--- src/rtl/fetch_exc.sv ---
// Fetch-stage PC unit: sequential fetch, branches, exception vectoring with an
// exception link register, ERET, stall, and trapping of misaligned branch targets.
module fetch_exc #(
    parameter int unsigned  N          = 64,
    parameter logic [N-1:0] RESET_PC   = '0,
    parameter logic [N-1:0] EXC_VECTOR = 'hD8,
    parameter int unsigned  INC        = 4
) (
    input  logic         clk,
    input  logic         reset,
    input  logic         PCSrc_F,
    input  logic [N-1:0] PCBranch_F,
    input  logic         Stall_F,
    input  logic         Exc_F,
    input  logic [N-1:0] ExcPC_F,
    input  logic         ERet_F,
    output logic [N-1:0] imem_addr_F,
    output logic [N-1:0] ELR_F,
    output logic         InExc_F,
    output logic         Misalign_F
);

    localparam int unsigned LG = $clog2(INC);

    typedef enum logic {
        NORMAL  = 1'b0,
        HANDLER = 1'b1
    } state_t;

    state_t       state_q, state_d;
    logic [N-1:0] pc_q, pc_d;
    logic [N-1:0] elr_q, elr_d;
    logic         mis_q, mis_d;
    logic         mis;

    // Branch target not a multiple of INC: low log2(INC) bits must be zero.
    assign mis = PCSrc_F && (PCBranch_F[LG-1:0] != '0);

    always_ff @(posedge clk or posedge reset) begin
        if (reset) begin
            state_q <= NORMAL;
            pc_q    <= RESET_PC;
            elr_q   <= '0;
            mis_q   <= 1'b0;
        end else begin
            state_q <= state_d;
            pc_q    <= pc_d;
            elr_q   <= elr_d;
            mis_q   <= mis_d;
        end
    end

    always_comb begin
        state_d = state_q;
        pc_d    = pc_q + N'(INC);
        elr_d   = elr_q;
        mis_d   = 1'b0;
        if (Exc_F) begin
            // A nested exception keeps the first return address.
            if (state_q == NORMAL) elr_d = ExcPC_F;
            pc_d    = EXC_VECTOR;
            state_d = HANDLER;
        end else if (mis) begin
            if (state_q == NORMAL) elr_d = PCBranch_F;
            pc_d    = EXC_VECTOR;
            mis_d   = 1'b1;
            state_d = HANDLER;
        end else if (ERet_F && (state_q == HANDLER)) begin
            pc_d    = elr_q;
            state_d = NORMAL;
        end else if (PCSrc_F) begin
            pc_d = PCBranch_F;
        end else if (Stall_F) begin
            pc_d = pc_q;
        end
    end

    assign imem_addr_F = pc_q;
    assign ELR_F       = elr_q;
    assign InExc_F     = (state_q == HANDLER);
    assign Misalign_F  = mis_q;

endmodule

--- config.mk ---
export PLATFORM = sky130hd
export DESIGN_NAME = fetch_exc
export DESIGN_NICKNAME = d
export VERILOG_FILES = /design/src/rtl/fetch_exc.sv
export SDC_FILE = /design/constraint.sdc
export NUM_CORES = 1
export LEC_CHECK = 0
export ABC_AREA = 1
export BUFFER_PORTS_ARGS = -buffer_cell sky130_fd_sc_hd__buf_2
export CAP_MARGIN = 20
export CELL_PAD_IN_SITES_DETAIL_PLACEMENT = 1
export CELL_PAD_IN_SITES_GLOBAL_PLACEMENT = 1
export CORE_UTILIZATION = 36
export DETAILED_ROUTE_END_ITERATION = 8
export MAX_ROUTING_LAYER = met4
export PLACE_DENSITY_LB_ADDON = 0.1
export SLEW_MARGIN = 40
export SYNTH_ARGS = -nofsm -noshare
export SYNTH_HDL_FRONTEND = slang
export SYNTH_SLANG_ARGS = --single-unit
--- constraint.sdc ---
create_clock -name clk -period 4.23 [get_ports clk]
set_input_delay 0.423 -clock clk [delete_from_list [all_inputs] [get_ports clk]]
set_output_delay 0.423 -clock clk [all_outputs]
set_load 0.05 [all_outputs]
==> summary.md, run 1 <==
| Metric | Value |
|---|---|
| Part of the total power dissipated in sequential elements | 0.336 |
| CTS buffer count | 17 |
| Boundary Pins | 264 |
| Overall die width | 161 um |
| Slew Viols, Final | 0 |
| Dominant combinational cell family by area after synthesis | simple AND/OR/NAND/NOR gates |
| Leftover overflow at the end of global routing | 0 |
| Synth Area in XOR/XNOR | 0.0202 |
| Worst Hold Slack | 0.0293 ns |
| Number of nets with antenna violations after routing | 0 |
| Number of setup violations in the final report | 0 |
| Area share of and/or/nand/nor cells after synthesis | 0.313 |
| Proportion of layout cells with a drive suffix above 1 | 0.206 |
| PostCTS Resize Cnt | 0 |
| Element type at the critical path end | register |
| Net count after synthesis | 1562 |
| All-Layer GR Usage | 0.299 |
| CP Max Fanout | 58 |
| Total Routed Length | 36800 um |
| Share of the synthesized area in compound gates (AO/OA/AOI/OAI) | 0.188 |
| Largest net degree at the start of global routing | 129 |
| Global-route wire length before repair | 58800 um |
| Maximum buffer depth of the clock tree | 2 |
| Synth warnings | 0 |
| Count of maximum capacitance violations | 0 |
| Synth Cell Area | 9120 sq um |
| Per-cell via count in the routed design | 5.15 |
| Filler Cell Count | 3377 |
| Number of placement rows | 57 |
| Clock sink total | 130 |
| Required time of the critical path | 4.59 ns |
| Growth of design area from synthesis to finish | 23.8% |
| Combinational Power Share | 0.340 |
| Clock edge transition at the registers on the reported setup and hold paths | 0.07 ns |
| Final Wtd Congestion | 0.920 |
| Worst rel slew slack | 0.484 |
| Hold-fix buffers at CTS | 0 |
| Worst-Skew Late Latency | 0.44 ns |
| CP startpoint | Exc_F |
| DRT iter0 DRCs | 669 |
| Estimated wirelength of the detail-placed design | 27700 um |
| Total leakage power | 5.76 nW |
| Commonest cells after routing, fill and taps aside | nand2_1 (453), buf_2 (263), inv_1 (201) |
| Sw power | 0.00217 W |
| Post-layout nets | 1789 |
| Slew at the pin closest to its max-slew limit | 0.774 ns |
| Proportion of total power due to net switching | 0.442 |
| Tmin final | 2.47 ns |
| Worst Setup Start Kind | input port |
| Setup repair after global routing missed its margin | false |
| Number of buffers added on ports | 263 |
| Post CTS Setup Buffer Count | 0 |
| Number of H-tree levels | 4 |
| Power per unit of standard cell area | 435 nW/um^2 |
| Vias in the first global route | 10600 |
| Avg Synthesized Cell Area | 6.39 sq um |
| Clk pwr share | 0.324 |
| Via Count | 10200 |
| Period utilization | 0.585 |
| Worst clock skew | 0.0168 ns |
| Hold Vio Cnt, Final | 0 |
| Arrival @ worst endpoint | 2.84 ns |
| Initial core utilization | 0.371 |
| CTS tree | yes |
| Number of antenna violations at the first check in global routing | 0 |
| Classification of the worst setup path | input port to register |
| Detailed-routing iteration count for the pre-antenna-repair pass | 5 |
| Cell at the root of the clock tree | clkbuf_16 |
| Status | finished, final reports clean |
| Area share of fa/ha/maj cells after synthesis | 0.00137 |
| Cell-internal power | 0.00274 W |
| Maximum VDD drop | 0.227 mV |
| Total DRC errors in the routed layout | 0 |
| Final-layout setup total negative slack | 0 ns |
| Leading cell type in the layout, fill and taps excluded | nand2_1 |
| Hold/Removal Path Class | input port to asynchronous set/reset pin |
| Count of mapped cells out of synthesis | 1427 |
| Achievable frequency | 404 MHz |
| Sequential element share of the synthesized area | 0.357 |
| Die Outline Area | 26000 sq um |
| Startpoint of the lowest-slack register-to-register path | imem_addr_F[2] |
| Overall die height | 161 um |
| Multiplexer share of the synthesized area | 0 |
| Routed length per instance | 18.5 um |
| Unique masters post-synth | 32 |
| Number of register bits inferred by synthesis | 130 |
| Count of inserted antenna diode cells | 0 |
| Core Area | 24600 sq um |
flip-flops by register name, indices dropped and copies added, names as in the netlist:
register / cells
ELR_F: 64
Misalign_F: 1
InExc_F: 1
imem_addr_F: 64
cells by family (layout without fill, tap and decap cells):
group                    Yosys count  count (layout)
AO/OA/AOI/OAI                    298             298
XOR/XNOR                          21              21
adder cells (fa/ha/maj)            1               1
buffers and inverters            279             519
flip-flops                       130             130
AND/OR/NAND/NOR                  698             698
synthesized netlist by cell type, drive strengths merged:
| master | count | area (sq um) |
|---|---|---|
| nand2 | 463 | 1780 |
| inv | 213 | 800 |
| nor2 | 152 | 628 |
| o21ai | 144 | 724 |
| dfrtp | 130 | 3250 |
| a21oi | 61 | 305 |
| nand3 | 60 | 310 |
| o211ai | 58 | 435 |
| clkbuf | 38 | 143 |
| buf | 28 | 151 |
| o21bai | 21 | 158 |
| nand4 | 16 | 100 |
| xor2 | 15 | 131 |
| a31oi | 10 | 62.6 |
| xnor2 | 6 | 52.6 |
| nor3 | 5 | 30.0 |
| o22ai | 2 | 12.5 |
| or2 | 2 | 12.5 |
| a32o | 1 | 10.0 |
| ha | 1 | 12.5 |
| o221ai | 1 | 8.76 |
layer usage:
metal,up-vias,track usage,share of wire
met5,-,-,0
met4,0,0.0789,0.017
met3,40,0.0339,0.032
met2,214,0.495,0.49
met1,5016,0.387,0.46
li1,4978,-,-
critical path: stages:
cell	delay, ns
buf_2	0.21
clkinv_2	0.62
nand2_2	0.37
nor2_4	0.05
nand2_4	0.07
inv_2	0.06
nand2_4	0.13
nand2_4	0.40
a21oi_1	0.29
nand2_1	0.10
nand2_1	0.08
worst paths after layout:
kind                                   endpoint  slack (ns)  cells past startpoint
worst max-delay path            imem_addr_F[22]        1.76                     11
worst min-delay path                  ELR_F[19]        0.03                      2
worst max register to register  imem_addr_F[62]        1.81                     10
worst min register to register   imem_addr_F[1]        0.50                      2
max in group asynchronous       imem_addr_F[41]        3.21                      3
min in group clk                      ELR_F[36]        0.22                      3
power groups by stage:
stage | Combinational [W] | Clock, W | Sequential [W]
2_1_floorplan | 0.000477 | 0 | 0.00236
3_3_place_gp | 0.00165 | 0 | 0.00167
3_5_place_dp | 0.00168 | 0 | 0.00167
4_1_cts | 0.00169 | 0.00161 | 0.00165
5_1_grt | 0.00180 | 0.00166 | 0.00168
6_report | 0.00167 | 0.00159 | 0.00165
per-stage QoR:
| step | util | cells | power, W | setup WS, ns | cell area, sq um |
|---|---|---|---|---|---|
| after floorplan | - | 1427 | 0.00284 | 0.338 | 9120 |
| after global placement | 0.433 | 1958 | 0.00332 | 1.43 | 10600 |
| after detailed placement | 0.434 | 1959 | 0.00335 | 1.32 | 10700 |
| after CTS | 0.459 | 1991 | 0.00495 | 1.76 | 11300 |
| after global routing | 0.459 | 1991 | 0.00513 | 1.47 | 11300 |
| final | 0.459 | 1991 | 0.00491 | 1.76 | 11300 |
cell type report:
class	count	area [sq um]	area share
Sequential cell	130	3250	0.288
Multi-Input combinational cell	1018	4780	0.424
Timing Repair Buffer	274	1430	0.127
Clock inverter	14	168	0.0149
Tap cell	324	405	0.0359
Clock buffer	18	439	0.0389
Inverter	213	806	0.0714
Power figures use the tool's default switching activity.
==> run 2, diff against run 1 <==
==> constraint.sdc (replaced) <==
create_clock -name clk -period 2.3 [get_ports clk]
set_input_delay 0.23 -clock clk [delete_from_list [all_inputs] [get_ports clk]]
set_output_delay 0.23 -clock clk [all_outputs]
set_load 0.05 [all_outputs]
==> summary.md, run 2 (same netlist as run 1, synthesis figures left out) <==
| Metric | Value |
|---|---|
| Detailed-routing iteration count for the pre-antenna-repair pass | 4 |
| Slew at the pin closest to its max-slew limit | 0.531 ns |
| Final-layout setup total negative slack | 0 ns |
| Die Outline Area | 26000 sq um |
| Hold/Removal Path Class | input port to register |
| Number of nets with antenna violations after routing | 0 |
| Slowest library cell on the worst path | dfrtp_1 |
| Worst Setup Start Kind | register |
| CP Max Fanout | 5 |
| Power per unit of standard cell area | 766 nW/um^2 |
| Number of antenna violations at the first check in global routing | 0 |
| Number of placement rows | 57 |
| Met1 layer wirelength in the final routing | 16600 um |
| Highest routed layer | met4 |
| Growth of design area from synthesis to finish | 25.0% |
| Part of the total power dissipated in sequential elements | 0.347 |
| Cell at the root of the clock tree | clkbuf_16 |
| Amount of wire on met3 after detailed routing | 1710 um |
| Sw power | 0.00394 W |
| Hold Vio Cnt, Final | 0 |
| Cell count of the worst reg-to-reg path | 11 |
| Number of buffers added on ports | 263 |
| CTS buffer count | 17 |
| Commonest cells after routing, fill and taps aside | nand2_1 (453), buf_2 (263), inv_1 (201) |
| Setup repair after global routing missed its margin | false |
| Most prevalent standard cell on the critical path | nand2_1 |
| Maximum buffer depth of the clock tree | 2 |
| Worst hold path depth | 3 |
| All-Layer GR Usage | 0.299 |
| Cell Area, Placed | 10800 sq um |
| Core Area | 24600 sq um |
| Total power after layout | 0.00873 W |
| Clock edge transition at the registers on the reported setup and hold paths | 0.07 ns |
| Hold path start | ExcPC_F[16] |
| Status | finished, final reports clean |
| Count of inserted antenna diode cells | 0 |
| Routed length per instance | 18.5 um |
| Classification of the worst setup path | register to register |
| Leading cell type in the layout, fill and taps excluded | nand2_1 |
| Number of buffers and inverters on the critical path | 1 |
| Startpoint of the lowest-slack register-to-register path | imem_addr_F[2] |
| Largest net degree at the start of global routing | 129 |
| Slew Viols, Final | 0 |
| Leftover overflow at the end of global routing | 0 |
| CP startpoint | imem_addr_F[2] |
| FF-to-FF End | imem_addr_F[28] |
| Boundary Pins | 264 |
| Tmin final | 2.16 ns |
| Per-cell via count in the routed design | 5.20 |
| DRT iter0 DRCs | 630 |
| Hold endpoint | ELR_F[16] |
| Cell-internal power | 0.00480 W |
| Wire length on met2 | 17900 um |
| Worst clock skew | 0.0149 ns |
| Achievable frequency | 463 MHz |
| Total DRC errors in the routed layout | 0 |
| Initial core utilization | 0.371 |
| Period utilization | 0.940 |
| Design area | 11400 sq um |
| Critical Path Max Stage Delay | 0.42 ns |
| Clock sink total | 130 |
| Maximum VDD drop | 0.358 mV |
| Combinational Power Share | 0.357 |
| Total Routed Length | 37000 um |
| Required time of the critical path | 2.67 ns |
| CTS tree | yes |
| Number of H-tree levels | 4 |
| Vias in the first global route | 10600 |
| Cell class contributing the biggest share of worst-path delay | simple AND/OR/NAND/NOR gates |
| Post-layout nets | 1800 |
| Final Instance Count excl. Fillers | 2002 |
| Overall die height | 161 um |
| Estimated wirelength of the detail-placed design | 27900 um |
| Worst-Skew Late Latency | 0.43 ns |
| Count of maximum capacitance violations | 0 |
| Worst rel slew slack | 0.646 |
| Cell-by-cell listing of the critical path | ha_2, nand3_2, nor2_4, nand2_1, inv_2, nand2_1, nand2_1, nand2_1, nor2_1, o21ai_1, nand2_1 |
| Proportion of layout cells with a drive suffix above 1 | 0.212 |
| Total leakage power | 5.81 nW |
| Number of cells in the design after placement | 1968 |
| Proportion of total power due to net switching | 0.451 |
| Overall die width | 161 um |
| Global-route wire length before repair | 58800 um |
| Arrival @ worst endpoint | 2.53 ns |
| FF-to-FF setup slack | 0.14 ns |
| Clk pwr share | 0.296 |
| Element type at the critical path end | register |
| Final Wtd Congestion | 0.969 |
| Number of setup violations in the final report | 0 |
| Via Count | 10400 |
-- run 2: cell count changes in the layout (fill, tap and decap cells not counted), moves of 2 or more --
cell,delta
inv_8,-2
clkinv_2,+4
bufinv_16,-2
buf_4,+3
nor2_4,+2
clkinvlp_4,+2
buf_12,+8
-- run 2: power by group through the flow --
stage	Sequential, W	Clock [W]	Combinational, W
floorplan	0.00435	0	0.000877
global placement	0.00306	0	0.00310
detailed placement	0.00307	0	0.00313
CTS	0.00303	0.00263	0.00315
global route	0.00308	0.00272	0.00335
finish	0.00303	0.00259	0.00312
-- run 2: metrics by stage --
step           worst slack, ns  utilization  hold slack, ns
2_1_floorplan            0.245            -           0.385
3_3_place_gp             0.110        0.440           0.372
3_5_place_dp            0.0995        0.440           0.380
4_1_cts                 0.0387        0.462          0.0335
5_1_grt                 0.0345        0.463          0.0389
6_report                 0.139        0.463          0.0397
-- run 2: worst max-delay path by stage --
stage | to | slack, ns | cells past startpoint
floorplan | imem_addr_F[28] | 0.24 | 10
global placement | imem_addr_F[28] | 0.11 | 11
detailed placement | imem_addr_F[28] | 0.1 | 11
CTS | imem_addr_F[28] | 0.04 | 11
global route | imem_addr_F[53] | 0.03 | 11
finish | imem_addr_F[28] | 0.14 | 11
-- run 2: layout make-up --
class,count,area (sq um)
Clock buffer,18,429
Clock inverter,14,104
Fill cell,3339,13200
Inverter,213,805
Multi-Input combinational cell,1018,4800
Sequential cell,130,3250
Tap cell,324,405
Timing Repair Buffer,285,1600
-- run 2: tightest hold or removal path: cells and delay by family --
family          cells  cell delay (ns)
compound gates      2             0.13
buf+inv             1             0.07
-- run 2: layer usage --
metal,track usage,up-vias
met3,0.0485,38
met5,-,-
met4,0.0755,0
li1,-,5014
met2,0.487,258
met1,0.386,5094
-- run 2: timing repair --
action,CTS,global route
gates resized for setup,0,6
hold buffers,1,0
endpoints found under the hold margin,120,0
buffers inserted,0,1
endpoints found under the setup margin,0,9
